===== src/rtl/tap_delay_line.sv =====
// tap_delay_line: parametrised tapped delay line for the LPC sample path.
//
// Holds the last DEPTH qualified samples and returns the sample pushed `tap`
// pushes ago (tap 0 bypasses din). A fill counter tracks how much valid
// history is stored so that taps reaching past it read as zero/invalid.
//
// Parameters:
//   WIDTH  sample width in bits
//   DEPTH  number of storage stages (>= 1)
//   TAPW   width of tap/fill, derived as $clog2(DEPTH+1)
//
// Ports:
//   clk         rising-edge clock
//   rst_n       asynchronous active-low reset
//   clr         synchronous history flush (frame start)
//   in_valid    din carries a new sample this cycle
//   din         input sample (opaque, passed bit-exact)
//   tap         binary delay select
//   dout        selected sample
//   dout_valid  dout holds real data
//   fill        number of valid stored samples, saturates at DEPTH
//   full        fill == DEPTH
//
// Build option:
//   TAP_DELAY_LINE_OUT_REG_EN  when defined, dout/dout_valid are registered
//                              (1-cycle latency); otherwise decode is
//                              combinational.

module tap_delay_line #(
  parameter  int unsigned WIDTH = 16,
  parameter  int unsigned DEPTH = 10,
  localparam int unsigned TAPW  = $clog2(DEPTH + 1)
) (
  input  logic             clk,
  input  logic             rst_n,
  input  logic             clr,
  input  logic             in_valid,
  input  logic [WIDTH-1:0] din,
  input  logic [TAPW-1:0]  tap,
  output logic [WIDTH-1:0] dout,
  output logic             dout_valid,
  output logic [TAPW-1:0]  fill,
  output logic             full
);

  localparam logic [TAPW-1:0] DEPTH_T = TAPW'(DEPTH);
  localparam logic [TAPW-1:0] ONE_T   = TAPW'(1);

  // stage_q[0] is s[1] (newest), stage_q[DEPTH-1] is s[DEPTH] (oldest)
  logic [WIDTH-1:0] stage_q [DEPTH];
  logic [TAPW-1:0]  fill_q;
  logic [TAPW-1:0]  fill_nxt;
  logic             full_q;
  logic [WIDTH-1:0] dec_data;
  logic             dec_valid;

  // Sample storage: shifts only on qualified samples; clr flushes, but a
  // coincident sample survives as the first sample of the new frame.
  always_ff @(posedge clk or negedge rst_n) begin
    if (!rst_n) begin
      for (int unsigned i = 0; i < DEPTH; i++) begin
        stage_q[i] <= '0;
      end
    end else if (clr) begin
      for (int unsigned i = 0; i < DEPTH; i++) begin
        stage_q[i] <= '0;
      end
      if (in_valid) begin
        stage_q[0] <= din;
      end
    end else if (in_valid) begin
      stage_q[0] <= din;
      for (int unsigned i = 1; i < DEPTH; i++) begin
        stage_q[i] <= stage_q[i-1];
      end
    end
  end

  // Next fill: saturating count of stored samples, restarted by clr.
  always_comb begin
    fill_nxt = fill_q;
    if (clr) begin
      fill_nxt = in_valid ? ONE_T : '0;
    end else if (in_valid && (fill_q != DEPTH_T)) begin
      fill_nxt = fill_q + ONE_T;
    end
  end

  // Fill/full registers; full is registered from the same next value so the
  // two outputs never disagree.
  always_ff @(posedge clk or negedge rst_n) begin
    if (!rst_n) begin
      fill_q <= '0;
      full_q <= 1'b0;
    end else begin
      fill_q <= fill_nxt;
      full_q <= (fill_nxt == DEPTH_T);
    end
  end

  assign fill = fill_q;
  assign full = full_q;

  // Tap decode. fill_q never exceeds DEPTH, so tap <= fill_q also bounds the
  // stage index; the compare loop keeps out-of-range taps from reading X.
  always_comb begin
    dec_data  = '0;
    dec_valid = 1'b0;
    if (tap == '0) begin
      dec_data  = din;
      dec_valid = in_valid;
    end else if (tap <= fill_q) begin
      dec_valid = 1'b1;
      for (int unsigned i = 0; i < DEPTH; i++) begin
        if (tap == TAPW'(i + 1)) begin
          dec_data = stage_q[i];
        end
      end
    end
  end

`ifdef TAP_DELAY_LINE_OUT_REG_EN
  logic [WIDTH-1:0] dout_q;
  logic             dout_valid_q;

  // Output register captures the pre-edge decode; clr has no effect here.
  always_ff @(posedge clk or negedge rst_n) begin
    if (!rst_n) begin
      dout_q       <= '0;
      dout_valid_q <= 1'b0;
    end else begin
      dout_q       <= dec_data;
      dout_valid_q <= dec_valid;
    end
  end

  assign dout       = dout_q;
  assign dout_valid = dout_valid_q;
`else
  assign dout       = dec_data;
  assign dout_valid = dec_valid;
`endif

endmodule


===== config.mk =====
export PLATFORM = sky130hd
export DESIGN_NAME = tap_delay_line
export DESIGN_NICKNAME = d
export VERILOG_FILES = /design/src/rtl/tap_delay_line.sv
export SDC_FILE = /design/constraint.sdc
export NUM_CORES = 1
export LEC_CHECK = 0
export ABC_AREA = 1
export CORE_AREA = 2 2 109 122
export DETAILED_ROUTE_END_ITERATION = 8
export DIE_AREA = 0 0 111 124
export GPL_TIMING_DRIVEN = 0
export PLACE_DENSITY = 0.86
export SLEW_MARGIN = 10
export SYNTH_ARGS = -nofsm -noshare
export SYNTH_HDL_FRONTEND = slang
export SYNTH_SLANG_ARGS = --single-unit

===== constraint.sdc =====
create_clock -name clk -period 5.9 [get_ports clk]
set_input_delay 1.18 -clock clk [delete_from_list [all_inputs] [get_ports clk]]
set_output_delay 1.18 -clock clk [all_outputs]
set_load 0.005 [all_outputs]

======== Yosys cells after proc, flatten, opt, wreduce, memory -nomap -nowiden ========
Cells that the tools add are included.
storage, ports and cells
  input port bits ......................... 24
  register bits after elaboration ......... 165
cells by class
  reductions and logical operators ........ 3
  order comparisons ....................... 1
  add/subtract/negate cells ............... 1
  muxes and demuxes ....................... 20
  equal/unequal tests ..................... 12
operator list
  operator                                              number
  2-to-1 mux 160 bit                                    2
  2-to-1 mux 16 bit                                     13
  equality test 4 x 3 -> 1 bit (second input constant)  4
  equality test 4 bit (second input constant)           4
  equality test 4 x 2 -> 1 bit (second input constant)  2
  2-to-1 mux 4 bit                                      2
  adder 4 x 1 -> 4 bit (second input constant)          1
  equality test 4 x 1 -> 1 bit (second input constant)  1
  less-or-equal comparator 4 bit                        1
  zero test 4 bit                                       1
  != test 4 bit (second input constant)                 1
  2-to-1 mux 1 bit                                      3
  nonzero test 2 bit                                    1
  logical AND 1 bit                                     1

======== Longest topological paths before layout ========
Gate-level depths: netlist of run 1.
  depth in word-level cells ............... 13
  gate-level depth with buffers ........... 12
  mapped depth without buffers ............ 10

======== Worst setup path before layout of run 1 ========
OpenSTA, ideal clock, no wires.
  path kind ............................... input to output
  start point ............................. input port tap[0]
  end point ............................... output port dout[14]
  setup slack ............................. 2.260 ns
  buffers on the path ..................... 2
  stages on the path ...................... 10
  arrival time ............................ 2.460 ns
  cell sequence ........................... buf_4 -> inv_2 -> ha_1 -> nand2_1 -> o21ai_0 -> nand2_4 -> buf_2 -> nor2_1 -> nand2_1 -> nand2_1
between the ends
  word-level cells in the longest chain between the ends .. 13
ends and longest elaborated chain
  what                              RTL line  source
  start: declaration                39        input logic [TAPW-1:0] tap,
  equality test 4 x 1 -> 1 bit      115       if (tap == TAPW'(i + 1)) begin
  2-to-1 mux 16 bit (10 in series)  115
  2-to-1 mux 16 bit                 112       end else if (tap <= fill_q) begin
  2-to-1 mux 16 bit (*)             109       if (tap == '0) begin
  end: declaration                  40        output logic [WIDTH-1:0] dout,
Every way passes the cells marked *; elsewhere a longest branch is shown, timed or not.

======== Final worst setup path of run 1 ========
  start point ............................. input port tap[1]
  end point ............................... output port dout[11]
Same word-level chain as after synthesis.

==> run summary, run 1 <==
Setup slack after layout - 776 ps
Worst Path Arrival - 3940 ps
Initial Util - 63.5%
Ant. Diodes - 0
CTS sink count - 165
Syn nets - 1004
Placed inst area - 8560 um^2
Setup crit start kind - input pin
Yosys top cell area share - 52.3%
Vias in the first global route - 6931
Post-synth EDFFs - 0
Multi-input logic area - 2990 um^2
Overall global routing resource usage - 33.7%
Clk pwr share - 45.2%
Final Cycle Share - 86.9%
Asr flop ratio synth - 100%
CP required - 4720 ps
GP Congestion - 0.920
Finished Layout Cells - 1208
RSZ-0062 raised after global routing - no
Status - finished clean
Die area - 13800 um^2
Leak Pwr - 4.06 nW
Grt total ovfl - 0
Setup WS pre-CTS - 877 ps
CP most frequent cell - nand2_1
CP Max Fanout - 10
Post-synthesis adder-cell area fraction - 0.952%
Hold_buf cts - 0
Clock Tree Buf Depth - 2
H-tree depth - 4
Setup CP Type - in2out
Synth top cells by count - nand2_1, dfrtp_1, inv_1
NetSw - 651 uW
Port Buffers - 44
Post-CTS Setup Bufs - 0
Initial antenna violation count - 0
Total chip power - 2.55 mW
Largest net degree at the start of global routing - 118
Largest family of logic cells by synthesized area - simple AND/OR/NAND/NOR gates
Placed cells - 1176
Post_cts resized - 0
Actual slew at the worst max-slew pin - 735 ps
Synth Register Bits - 165
Slowest stage delay, CP - 490 ps
Final instance area - 9170 um^2
Cts bufs inserted - 17
Sequential cell area - 4130 um^2
Sum of buffers and inverters on the critical path - 5
Post-synthesis mux area share - 0%
CP max stage cell - clkdlybuf4s50_1
Relative slew slack - 51.0%
Fillers - 895
Drt total wl - 21800 um
Delay-heaviest family, CP - buffers and inverters
Synth Area in Compound Gates - 14.7%
Vias per std cell - 5.93
Ports - 46
Combinational share of power - 9.2%
Peak supply drop - 0.000207 V
Power per cell area - 278 nW/um^2
Synth Flop Type - dfrtp_1
Core area - 12400 um^2
Worst-path cell chain - clkdlybuf4s50_1 > buf_4 > inv_2 > nor2_2 > buf_2 > nand3_1 > nand2_1 > nor2_1 > nand4_1 > nand2_1 > nand3_1 > nand2_1 > nand2_1 > clkdlybuf4s50_1
Endpoint class of the critical path - output port
Fraction of layout cells with a size suffix above 1 - 6.95%
Hold Vio Cnt, Final - 0
Drt wl/cell - 18.0 um
Detailed Place HPWL - 15300 um
Seq/Total Area, Yosys - 52.3%
Mapped cell area - 7890 um^2
Synth Warn # - 0
Final Max Tran Viols - 0
Die height - 124 um
Initial DRC count - 702
Area contributors post-synth - dfrtp_1, nand2_1, o22ai_1
Clock Latency Late Sink - 440 ps
Syn_area_per_cell - 8.10 um^2
Hold Crit Class - reg2reg
Synth cell types - 23
Final antenna-violating net count - 0
Final net count - 1068
Achievable frequency - 195 MHz
Total number of vias - 7167
Top-count cell post-synth - nand2_1
Switching Fraction - 25.5%
Simple-gate area share of the yosys netlist - 22.3%
Leading area contributor after synthesis - dfrtp_1
First-pass GRT wire length - 35800 um
Pint - 1.90 mW
Max-Cap Viols - 0
Period minus WS final - 5120 ps
Root buffer cell - clkbuf_16
TritonCTS clock tree - built
Die extent in x - 111 um
Clock slew at reported path FFs - 60 ps
Xor/xnor share of the synthesized area - 0%
Endpoints failing setup - 0
Drt pass-1 iters - 5
# rows - 43
DRC errors left - 0
Skew final - 6.64 ps
Layout area overhead - 16.3%
Mapped Cells - 974
Sequential share of power - 45.6%
-- worst reg2reg max path: stages, from the launching register on --
cell	delay [ps]
dfrtp_1	480
inv_1	80
ha_1	190
nand3_1	100
nand2_1	80
inv_1	110
o21ai_0	80
a21oi_1	200
nand2_1	80
nor2_1	80
-- final timing paths --
kind / end / from / cells after the start / slack [ps]
hold reg to reg: stage_q[1]$_DFFE_PN0P_ / stage_q[1]$_DFFE_PN0P_ / 2 / 490
max in group asynchronous: stage_q[152]$_DFFE_PN0P_ / rst_n / 2 / 4410
min in group asynchronous: stage_q[33]$_DFFE_PN0P_ / rst_n / 1 / 620
hold / removal: stage_q[1]$_DFFE_PN0P_ / stage_q[1]$_DFFE_PN0P_ / 2 / 490
setup reg to reg: full$_DFF_PN0_ / fill[0]$_DFF_PN0_ / 9 / 4360
setup / recovery: dout[11] / tap[1] / 14 / 780
-- layer usage --
metal / global-route usage (%) / vias up / wire (um)
met2: 52.4 / 434 / 9870
met4: 17.0 / 0 / 865
met3: 6.42 / 82 / 2110
met5: 0 / - / 0
li1: - / 3332 / -
met1: 46.0 / 3319 / 8940
-- cell families (layout without fill, tap and decap cells) --
| kind of cell | count (synthesis) | count (layout) |
|---|---|---|
| buffers and inverters | 195 | 272 |
| adders and majority gates | 6 | 6 |
| AOI/OAI and AO/OA | 203 | 203 |
| and+or+nand+nor | 405 | 405 |
| DFF | 165 | 165 |
-- area by class of cell --
class / instances / share of cell area (%)
Clock buffer: 18 / 4.79
Multi-Input combinational cell: 614 / 32.6
Sequential cell: 165 / 45.0
Tap cell: 157 / 2.14
Buffer: 59 / 2.78
Clock inverter: 14 / 1.90
Inverter: 136 / 5.57
Timing Repair Buffer: 45 / 5.16
-- cells in the final DEF, fill, tap and decap left out --
cell type        count
buf_16               1
clkbuf_1            37
inv_1              130
o21ai_1              3
clkbuf_16           17
inv_6                4
nor3_4               4
nand2_4              2
buf_1                3
nor2_4               3
clkinv_4             1
ha_1                 6
buf_4                4
clkinvlp_4           4
o22ai_1             84
nor2_1              68
buf_8                1
nand2_2              1
clkdlybuf4s50_1     43
nand4_1             16
o21ai_0             95
nor2_2               3
dfrtp_1            165
buf_2               15
nand3_2              1
inv_2                6
a21oi_1              5
nand3_1             75
clkinv_2             2
clkbuf_8             1
o211ai_1            16
nand2_1            232
bufinv_16            3
-- power groups by stage --
stage	sequential (mW)	combinational [mW]	clock, mW
6_report	1.17	0.235	1.15
5_1_grt	1.17	0.256	1.21
4_1_cts	1.16	0.231	1.16
3_5_place_dp	1.18	0.229	0
3_3_place_gp	1.19	0.223	0
2_1_floorplan	1.18	0.117	0
-- flip-flops by register name (all words and copies together) (netlist names) --
name     flops
fill         4
stage_q    160
full         1
-- per-stage QoR --
stage	setup TNS, ps	utilization, %	hold slack [ps]
6_report	0	73.8	491
5_1_grt	0	73.8	519
4_1_cts	0	73.8	491
3_5_place_dp	0	68.9	476
3_3_place_gp	-465550	68.6	468
2_1_floorplan	0	-	454
No activity file was read; power rests on OpenSTA's default activity.
==> run 2: changes to the inputs <==
Clock period 5.9 ns to 6.24 ns, I/O delays scaled along.
==> results of run 2 <==
The final DEF is identical to that of run 1. Status: finished clean.
Among the figures that moved: setup slack after placement 877 ps -> 1080 ps; setup slack after layout 776 ps -> 980 ps; register-to-register setup slack 4360 ps -> 4700 ps; total power 2.55 mW -> 2.41 mW; worst IR drop on VDD 0.000207 V -> 0.000196 V
